<file path="config.mk">
export PLATFORM = sky130hd
export DESIGN_NAME = mem_bus_initiator
export DESIGN_NICKNAME = d
export VERILOG_FILES = /design/src/rtl/mem_bus_initiator.sv
export SDC_FILE = /design/constraint.sdc
export NUM_CORES = 1
export LEC_CHECK = 0
export ABC_AREA = 1
export ABC_CLOCK_PERIOD_IN_PS = 2000
export BUFFER_PORTS_ARGS = -buffer_cell sky130_fd_sc_hd__buf_4
export CAP_MARGIN = 20
export CORE_ASPECT_RATIO = 0.8
export CORE_MARGIN = 2
export CORE_UTILIZATION = 47
export CTS_CLUSTER_SIZE = 40
export DETAILED_ROUTE_END_ITERATION = 10
export GPL_ROUTABILITY_DRIVEN = 0
export HOLD_SLACK_MARGIN = 0.12
export PLACE_DENSITY = 0.74
export REMOVE_ABC_BUFFERS = 1
export SETUP_SLACK_MARGIN = 0.4
export SYNTH_ARGS = -nofsm -noshare
export SYNTH_HDL_FRONTEND = slang
export SYNTH_SLANG_ARGS = --single-unit
</file>
<file path="constraint.sdc">
create_clock -name i_clk -period 2 [get_ports i_clk]
set_input_delay 0.4 -clock i_clk [delete_from_list [all_inputs] [get_ports i_clk]]
set_output_delay 0.4 -clock i_clk [all_outputs]
set_load 0.01 [all_outputs]
</file>
<file path="src/rtl/mem_bus_initiator.sv">
// Memory-bus initiator: read bursts and write-fill bursts on the 14-bit address / 16-bit data bus.
// Optional abort input enabled by defining MEM_BUS_INITIATOR_ABORT_EN.
module mem_bus_initiator #(
   parameter int unsigned RD_LATENCY = 1,
   parameter int unsigned LEN_W      = 8
) (
   input  logic             i_clk,
   input  logic             i_rstn,
`ifdef MEM_BUS_INITIATOR_ABORT_EN
   input  logic             i_abort,
`endif
   input  logic             i_cmdValid,
   output logic             o_cmdReady,
   input  logic             i_cmdWrite,
   input  logic [13:0]      i_cmdAddr,
   input  logic [15:0]      i_cmdData,
   input  logic [LEN_W-1:0] i_cmdLen,
   output logic             o_rspValid,
   input  logic             i_rspReady,
   output logic [15:0]      o_rspData,
   output logic [13:0]      o_rspAddr,
   output logic             o_done,
   output logic [13:0]      o_memAddr,
   output logic [15:0]      o_memDataOut,
   output logic             o_memWrEn,
   input  logic [15:0]      i_memDataIn
);

   localparam int unsigned ADDR_W    = 14;
   localparam int unsigned DATA_W    = 16;
   localparam int unsigned WAIT_W    = 2;
   localparam int unsigned WAIT_INIT = (RD_LATENCY > 0) ? (RD_LATENCY - 1) : 0;

   typedef enum logic [2:0] {
      ST_IDLE,
      ST_WRITE,
      ST_RADDR,
      ST_RWAIT,
      ST_RRSP
   } state_e;

   state_e              state_q;
   logic [ADDR_W-1:0]   mem_addr_q;
   logic [DATA_W-1:0]   mem_data_q;
   logic                mem_wr_en_q;
   logic                rsp_valid_q;
   logic [DATA_W-1:0]   rsp_data_q;
   logic [ADDR_W-1:0]   rsp_addr_q;
   logic                done_q;
   logic [LEN_W-1:0]    cnt_q;
   logic [WAIT_W-1:0]   wait_q;
   logic                abort_pend_q;

   logic [ADDR_W-1:0]   addr_d;
   logic [LEN_W-1:0]    cnt_d;
   logic                last_c;
   logic                abort_c;

`ifdef MEM_BUS_INITIATOR_ABORT_EN
   assign abort_c = i_abort;
`else
   assign abort_c = 1'b0;
`endif

   // Address wraps modulo 2^14; the length counter never underflows since 0 ends the burst.
   always_comb begin
      addr_d = mem_addr_q + ADDR_W'(1);
      cnt_d  = cnt_q - LEN_W'(1);
      last_c = (cnt_q == '0);
   end

   always_ff @(posedge i_clk or negedge i_rstn) begin
      if (!i_rstn) begin
         state_q      <= ST_IDLE;
         mem_addr_q   <= '0;
         mem_data_q   <= '0;
         mem_wr_en_q  <= 1'b0;
         rsp_valid_q  <= 1'b0;
         rsp_data_q   <= '0;
         rsp_addr_q   <= '0;
         done_q       <= 1'b0;
         cnt_q        <= '0;
         wait_q       <= '0;
         abort_pend_q <= 1'b0;
      end else begin
         done_q <= 1'b0;
         case (state_q)
            ST_IDLE: begin
               if (i_cmdValid) begin
                  mem_addr_q   <= i_cmdAddr;
                  cnt_q        <= i_cmdLen;
                  abort_pend_q <= 1'b0;
                  if (i_cmdWrite) begin
                     mem_data_q  <= i_cmdData;
                     mem_wr_en_q <= 1'b1;
                     state_q     <= ST_WRITE;
                  end else begin
                     state_q <= ST_RADDR;
                  end
               end
            end
            ST_WRITE: begin
               if (last_c || abort_c) begin
                  mem_wr_en_q <= 1'b0;
                  done_q      <= 1'b1;
                  state_q     <= ST_IDLE;
               end else begin
                  mem_addr_q <= addr_d;
                  cnt_q      <= cnt_d;
               end
            end
            ST_RADDR: begin
               if (abort_c) begin
                  done_q  <= 1'b1;
                  state_q <= ST_IDLE;
               end else if (RD_LATENCY == 0) begin
                  rsp_data_q  <= i_memDataIn;
                  rsp_addr_q  <= mem_addr_q;
                  rsp_valid_q <= 1'b1;
                  state_q     <= ST_RRSP;
               end else begin
                  wait_q  <= WAIT_W'(WAIT_INIT);
                  state_q <= ST_RWAIT;
               end
            end
            ST_RWAIT: begin
               if (abort_c) begin
                  done_q  <= 1'b1;
                  state_q <= ST_IDLE;
               end else if (wait_q == '0) begin
                  rsp_data_q  <= i_memDataIn;
                  rsp_addr_q  <= mem_addr_q;
                  rsp_valid_q <= 1'b1;
                  state_q     <= ST_RRSP;
               end else begin
                  wait_q <= wait_q - WAIT_W'(1);
               end
            end
            ST_RRSP: begin
               // An abort seen while waiting for the consumer is honoured after the handshake.
               if (abort_c) begin
                  abort_pend_q <= 1'b1;
               end
               if (i_rspReady) begin
                  rsp_valid_q <= 1'b0;
                  if (last_c || abort_pend_q || abort_c) begin
                     done_q  <= 1'b1;
                     state_q <= ST_IDLE;
                  end else begin
                     mem_addr_q <= addr_d;
                     cnt_q      <= cnt_d;
                     state_q    <= ST_RADDR;
                  end
               end
            end
            default: begin
               mem_wr_en_q <= 1'b0;
               rsp_valid_q <= 1'b0;
               state_q     <= ST_IDLE;
            end
         endcase
      end
   end

   assign o_cmdReady   = (state_q == ST_IDLE);
   assign o_rspValid   = rsp_valid_q;
   assign o_rspData    = rsp_data_q;
   assign o_rspAddr    = rsp_addr_q;
   assign o_done       = done_q;
   assign o_memAddr    = mem_addr_q;
   assign o_memDataOut = mem_data_q;
   assign o_memWrEn    = mem_wr_en_q;

endmodule

</file>
After elaboration in Yosys (flattened, before gate mapping)
Index checks and enable logic that the tools add are counted.
{ "totals": {"reg_bits": 76, "latchBits": 0, "ram_bits": 0, "romBits": 0, "inputBits": 59, "output_inout_bits": 64, "word_cells": 68, "mem_count": 0} }
{ "op_classes": {"add_sub_neg": 3, "n_mul": 0, "div": 0, "magnitude_cmp": 0, "n_eq_ne": 12, "shifts": 0, "mux": 27, "bitwise": 2, "n_reduce_logical": 14} }
{ "op_table": {"columns": ["cell", "n"], "rows": [
  ["two-way mux 14 bit", 3],
  ["one-hot mux 14 bit (3 select lines)", 1],
  ["two-way mux 8 bit", 3],
  ["one-hot mux 8 bit (3 select lines)", 1],
  ["one-hot mux 3 bit (5 select lines)", 1],
  ["adder 14 x 1 -> 14 bit, second input constant", 1],
  ["inequality test 2 bit, second input constant", 7],
  ["two-way mux 3 bit", 4],
  ["logical NOT 8 bit", 1],
  ["AND reduction 4 bit", 2],
  ["subtractor 8 x 1 -> 8 bit, second input constant", 1],
  ["two-way mux 1 bit", 7],
  ["equality test 3 x 2 -> 1 bit, second input constant", 2],
  ["two-way mux 2 bit", 3],
  ["one-hot mux 1 bit (3 select lines)", 2],
  ["AND reduction 3 bit", 2],
  ["OR reduction 3 bit", 2],
  ["AND reduction 5 bit", 1],
  ["one-hot mux 2 bit (2 select lines)", 1],
  ["AND reduction 2 bit", 2],
  ["equality test 3 x 1 -> 1 bit, second input constant", 1],
  ["equality test 3 bit, second input constant", 1],
  ["logical NOT 3 bit", 1],
  ["nonzero test 3 bit", 1],
  ["6 further kinds", 7]
]} }

Depth between registers and ports, before layout
Gate-level depths: netlist (run 1).
{ "depth": {"word_depth": 4, "ltp_mapped": 11, "ltp_nobuf": 11} }

Least setup slack after synthesis (run 1)
Ideal clock, no wire load.
{ "synth_path": {"path_kind": "reg-to-reg", "startpoint": "register cnt_q[0]", "endpoint": "register mem_addr_q[3], in the netlist o_memAddr[3]", "setup_ns": 0.126, "t_arrival_ns": 1.329, "required_ns": 1.874, "setup_slack_ns": 0.544, "path_stages_with_launch": 11, "n_path_buf": 1, "synth_period_minus_slack_ns": 1.456, "path_cell_list": "dfrtp_1 > inv_1 > ha_1 > nand2_1 > nor2_1 > o21ai_1 > nand3_2 > inv_2 > buf_4 > nand2_1 > o21ai_0"} }
{ "synth_via": {"elab_chain_len": 3, "word_cells_on_any_way": 4, "cone_classes": "eq/ne: 2; reduce/logical: 2"} }
{ "synth_lines": {"columns": ["item", "line", "rtl"], "rows": [
  ["start, declared", "50", "logic [LEN_W-1:0] cnt_q;"],
  ["start signal, assigned", "91", "cnt_q <= i_cmdLen;"],
  ["start signal, assigned", "109", "cnt_q <= cnt_d;"],
  ["start signal, assigned", "151", "cnt_q <= cnt_d;"],
  ["logical NOT 8 bit *", "69", "last_c = (cnt_q == '0);"],
  ["inequality test 2 bit (no source line)", null, null],
  ["AND reduction 5 bit (no source line) *", null, null],
  ["end signal, assigned", "90", "mem_addr_q <= i_cmdAddr;"],
  ["end signal, assigned", "108", "mem_addr_q <= addr_d;"],
  ["end signal, assigned", "150", "mem_addr_q <= addr_d;"],
  ["end, declared", "43", "logic [ADDR_W-1:0] mem_addr_q;"]
]} }
Every way passes the cells marked *; elsewhere a longest branch is shown, timed or not.
A chain may end at the register's enable or synchronous reset.

Worst setup path in the final report (run 1)
{ "layout_path": {"startpoint": "register state_q[1]", "endpoint": "output o_cmdReady"} }
{ "layout_via": {"elab_chain_len": 1} }
{ "layout_lines": {"columns": ["item", "line", "rtl"], "rows": [
  ["start, declared", "42", "state_e state_q;"],
  ["start signal, assigned", "74", "state_q <= ST_IDLE;"],
  ["start signal, assigned", "96", "state_q <= ST_WRITE;"],
  ["start signal, assigned", "98", "state_q <= ST_RADDR;"],
  ["logical NOT 3 bit", "165", "assign o_cmdReady = (state_q == ST_IDLE);"],
  ["end, declared", "13", "output logic o_cmdReady,"]
]} }
Every way passes these cells.

==> impl_metrics.tcl, run 1 <==
set metrics [dict create \
    status "finished, final reports clean" \
    cap_viol_max_count 0 \
    p_total_uw 8950 \
    arrival_ns 1.20 \
    cellPowerDensity_nw_per_um2 1720 \
    start_util_pct 49.2 \
    synth_top_cell_by_area "dfrtp_1" \
    rsz0062_at_grt "true" \
    buffer_ports.inserted 122 \
    totalWireLength_um 10400 \
    first_global_vias 3371 \
    via_count 3513 \
    placed_area_um2 4700 \
    antennaDiodeCount 0 \
    synth_cells 460 \
    die_width_um 103 \
    fp.dieH_um 83.3 \
    slowest_stage "dfrtp_1" \
    ys_seq_area_share_pct 51.5 \
    slowest_delay_ns 0.42 \
    dp_hpwl_um 6810 \
    synth.most_common_cell "nand2_1" \
    drt_iter0_markers 184 \
    max_freq_ghz 0.626 \
    ys.flop_type "dfrtp_1" \
    drive_gt1_share_pct 30.9 \
    fin_crit_sh_pct 79.9 \
    finalSetupTns_ns 0 \
    hold_viol_final 0 \
    ys_async_sr_fraction_pct 100 \
    synth_commonest_cells "185 x nand2_1, 76 x dfrtp_1, 37 x inv_1" \
    cts_max_path_buffers 2 \
    cts_root_buf "clkbuf_8" \
    path_cells "inv_2 > nand2_4 > nor2_4 > buf_6" \
    cp_max_fo 3 \
    area_growth_pct 40.5 \
    core_um2 7500 \
    synth_cell_types 29 \
    drt-pass1-iter-count 4 \
    cts_max_level 3 \
    die_area_um2 8590 \
    drc 0 \
    cts.reportedPaths.clkPinSlew_ns 0.08 \
    grt_max_degree 40 \
    end_kind "primary output" \
    cp_top_family "flip-flops" \
    grt_pass1_wl_um 16300 \
    yosysTopAreaCellShare_pct 51.5 \
    p_leak_uw 0.00275 \
    finClkSkew_ns 0.0124 \
    ant_nets 0 \
    n_fill_cell 642 \
    ir_drop_uv 779 \
    numCtsBuffers 9 \
    synth_edf_count 0 \
    cts_tree "done" \
    critical_path_class "flip-flop to primary output" \
    syn_area_per_cell_um2 8.03 \
    synth-seq-cells 76 \
    num_rows 28 \
    crit_path_start_kind "flip-flop" \
    grt_overflow 0 \
    clk_latency_ns 0.35 \
    worstMarginPinSlew_ns 0.513 \
    post_drt_wl_per_cell_um 14.8 \
    setup_viol 0 \
    synth_area_leaders "dfrtp_1 52%, nand2_1 19%, o21ai_0 4.9%" \
    slew_headroom_pct 65.8 \
    ios 123 \
    viasPerCell 4.99 \
    syn_area_um2 3690 \
    clkSinkCount 76 \
    cp.required_ns 1.60 \
    hp-class "primary input to flip-flop" \
    fin_crit_ns 1.60 \
    path_buf_inv 2 \
    grt_antenna_before_repair 0 \
    grt_usage_pct 24.2 \
    slew_violations 0 \
    nets 657 \
    fin_area_um2 5190 \
    ys_warn_count 0 \
]
[worst paths after layout]
path                            startpoint            end  slack [ns]  depth (start not counted)
max                             state_q[1]     o_cmdReady        0.40                          4
min                        i_memDataIn[14]  o_rspData[14]        0.24                          3
max reg2reg                     state_q[1]   o_memAddr[3]        0.42                          9
min reg2reg                  o_rspData[12]  o_rspData[12]        0.48                          2
max in group asynchronous           i_rstn     state_q[0]        0.83                          3
min in group asynchronous           i_rstn   o_rspAddr[2]        0.58                          2
[power breakdown]
group	switching, uW	internal, uW	total [uW]
Clock	574	731	1310
Combinational	2650	2120	4780
Sequential	582	2280	2870
[cell type report]
| cell class | instances | area, um2 | share of cell area [%] |
|---|---|---|---|
| clock buffers | 11 | 141 | 2.72 |
| clock inverters | 4 | 73.8 | 1.42 |
| inverters | 41 | 171 | 3.30 |
| multi-input cells | 330 | 1650 | 31.8 |
| flip-flops and latches | 76 | 1900 | 36.7 |
| well taps | 105 | 131 | 2.53 |
| repair buffers | 135 | 1100 | 21.1 |
| repair inverters | 2 | 20.0 | 0.386 |
[kinds of logic (layout without fill, tap and decap cells)]
logic type                 Yosys count  in the layout  share of synthesized area [%]
and+or+nand+nor                    260            261                           29.0
AOI/OAI and AO/OA                   49             49                           6.71
DFF                                 76             76                           51.5
muxes                               16             16                           4.88
adders and majority gates            3              3                           1.02
buffers and inverters               55            193                           6.64
xor gates and xnor gates             1              1                          0.237
[through the flow]
stage                     setup slack, ns  utilization (%)  instances  hold slack [ns]
final                               0.401             69.2        704            0.236
after global routing                0.318             69.2        704            0.233
after CTS                           0.400             66.3        696            0.221
after detailed placement            0.243             62.7        677            0.413
after global placement              0.345             62.7        677            0.402
after floorplan                     0.308                -        446            0.104
[cells in the final DEF, fill, tap and decap left out, types with 3 or more instances in the layout]
cell type and instances:
a21oi_1 3, buf_12 5, buf_4 125, buf_6 3, clkbuf_8 10, dfrtp_1 74
inv_1 34, inv_2 4, mux2_1 9, mux2_2 7, nand2_1 182, nand2_4 3
nand3_1 27, nand3_4 3, nand4_1 5, nor2_1 26, nor2_4 5, o21ai_0 35
o21ai_1 8
[layer usage]
| metal | global-route usage [%] | vias up | routed length, um |
|---|---|---|---|
| met1 | 32.7 | 1660 | 4520 |
| met4 | 7.78 | 0 | 217 |
| li1 | - | 1733 | - |
| met3 | 6.14 | 18 | 527 |
| met2 | 38.3 | 102 | 5170 |
| met5 | 0 | - | 0 |
[flip-flops by register name, indices dropped and copies added, names as in the netlist]
name,count
o_rspAddr,14
o_rspData,16
wait_q,2
o_memWrEn,1
o_done,1
state_q,3
cnt_q,8
o_memDataOut,16
o_rspValid,1
o_memAddr,14
[repair_timing]
action | CTS | global route
setup buffers | 2 | 5
gates resized for setup | 11 | 31
endpoints found under the hold margin | 37 | 0
setup endpoints to repair | 22 | 72
cloned | 1 | 3
hold buffers | 1 | 0
pin swaps | 2 | 3
[tightest hold or removal path, delay by kind of cell]
kind	cells	cell delay (ns)
buf+inv	1	0.08
simple gates	2	0.08
Note: power is estimated with default switching activity, not from simulation.
==> run 2: changes to the inputs <==
Settings changed: ABC_CLOCK_PERIOD_IN_PS 2000 to 1500.
Clock period 2 ns to 1.5 ns, I/O delays scaled along.
==> impl_metrics.tcl, run 2 (synthesized netlist as in run 1, its figures left out) <==
set metrics [dict create \
    status "finished with violations" \
    violations "setup timing" \
    num_rows 28 \
    die_width_um 103 \
    r2r_slack_ns -0.14 \
    cts_tree "done" \
    grt_usage_pct 30.5 \
    viasPerCell 5.47 \
    hp-class "primary input to flip-flop" \
    start_util_pct 49.2 \
    final_common_cell "nand2_1" \
    core_um2 7500 \
    numCtsBuffers 9 \
    ios 123 \
    p_leak_uw 0.00341 \
    drc 0 \
    drt-pass1-iter-count 6 \
    fin_crit_ns 1.64 \
    cp.required_ns 1.81 \
    use_met1_pct 37.6 \
    cellPowerDensity_nw_per_um2 2380 \
    nets 741 \
    first_global_vias 3976 \
    drive_gt1_share_pct 48.6 \
    post_drt_wl_per_cell_um 18.7 \
    r2r_start "state_q[2]" \
    buffer_ports.inserted 122 \
    layoutNonFillerInstCount 788 \
    hp-start "i_memDataIn[6]" \
    drt_iter0_markers 353 \
    hold_depth 3 \
    cp_max_fo 12 \
    end_kind "flip-flop" \
    r2r-end "o_memAddr[11]" \
    ir_drop_uv 1280 \
    worst_slack_ns -0.136 \
    worstMarginPinSlew_ns 0.449 \
    cap_viol_max_count 0 \
    clk_latency_ns 0.36 \
    antennaDiodeCount 0 \
    grt_pass1_wl_um 19900 \
    hold_viol_final 0 \
    grt_busiest_layer "met2" \
    n_fill_cell 398 \
    dp_hpwl_um 6940 \
    setup_viol 69 \
    holdWs_ns 0.128 \
    grt_max_degree 33 \
    fin_crit_sh_pct 109 \
    arrival_ns 1.94 \
    area_growth_pct 73.7 \
    grt_antenna_before_repair 0 \
    totalWireLength_um 14700 \
    cts_max_level 3 \
    layout_common_cells "144 x nand2_1, 123 x buf_4, 84 x buf_6" \
    cts_max_path_buffers 2 \
    ant_nets 0 \
    critical_path_class "flip-flop to flip-flop" \
    die_area_um2 8590 \
    clkSinkCount 76 \
    finClkSkew_ns 0.00948 \
    max_freq_ghz 0.611 \
    post-place-cells 697 \
    gr-usage-met2_pct 51.8 \
    cts.reportedPaths.clkPinSlew_ns 0.08 \
    min_to "o_rspData[6]" \
    fp.dieH_um 83.3 \
    via_count 4308 \
    slew_violations 0 \
    crit_path_start_kind "flip-flop" \
    cts_root_buf "clkbuf_8" \
    slew_headroom_pct 70.0 \
    r2r_cells 11 \
    rsz0062_at_grt "true" \
    grt_use_met3_pct 7.24 \
    grt_overflow 0 \
]
-- run 2: cell types whose count changed in the layout (fill, tap and decap cells not counted), sizes merged --
cell / delta
clkbuf: +5
clkinv: -1
buf: +79
inv: +1
nand3: +1
bufinv: -1
-- run 2: layout make-up --
| type | count | area [um2] | area share [%] |
|---|---|---|---|
| clock buffers | 14 | 173 | 2.69 |
| clock inverters | 1 | 30.0 | 0.468 |
| inverters | 41 | 179 | 2.79 |
| multi-input cells | 331 | 1900 | 29.6 |
| flip-flops and latches | 76 | 1910 | 29.8 |
| well taps | 105 | 131 | 2.05 |
| repair buffers | 216 | 2040 | 31.8 |
| repair inverters | 4 | 56.3 | 0.878 |
-- run 2: per-layer routing --
layer	vias to the layer above	share of wire (%)
met4	0	5.1
met1	2096	37
met2	247	51
met5	-	0
met3	62	6.5
li1	1903	-
-- run 2: critical path, stage by stage, from the launching register on --
cell,delay (ns)
dfrtp_1,0.39
buf_4,0.17
inv_2,0.07
nand3_2,0.10
nand2_2,0.10
nand2_1,0.10
inv_2,0.09
nand3_4,0.11
buf_8,0.18
nor2_1,0.13
nand2_1,0.07
nand2_1,0.06
-- run 2: how the worst max path moves through the flow --
stage,from,endpoint,slack (ns)
floorplan,state_q[0],o_memAddr[3],-0.19
global placement,cnt_q[0],o_memAddr[1],-0.1
detailed placement,cnt_q[0],o_memAddr[4],-0.19
CTS,state_q[0],o_cmdReady,-0.03
global route,state_q[2],o_memAddr[11],-0.20
finish,state_q[2],o_memAddr[11],-0.14
-- run 2: what timing repair did --
action | CTS | global route
setup endpoints to repair | 138 | 140
gates resized for setup | 176 | 58
setup buffers | 37 | 29
hold buffers | 1 | 0
pin swaps | 20 | 8
hold endpoints to repair | 29 | 0
gates cloned | 6 | 3
-- run 2: report_power, final --
part           switching, uW  leakage (uW)  internal, uW
registers                891      0.000936          3060
logic                   4820       0.00237          4860
clock network            771      0.000103           899
-- run 2: stage by stage --
stage | utilization, % | power, uW | worst slack (ns) | setup TNS [ns] | area, um2
finish | 85.5 | 15300 | -0.136 | -3.51 | 6410
global route | 85.5 | 16000 | -0.204 | -7.00 | 6410
CTS | 79.8 | 13600 | -0.0284 | -0.0284 | 5990
detailed placement | 64.7 | 9430 | -0.189 | -2.81 | 4850
global placement | 64.7 | 9230 | -0.0983 | -1.40 | 4850
floorplan | - | 6690 | -0.192 | -4.10 | 3600
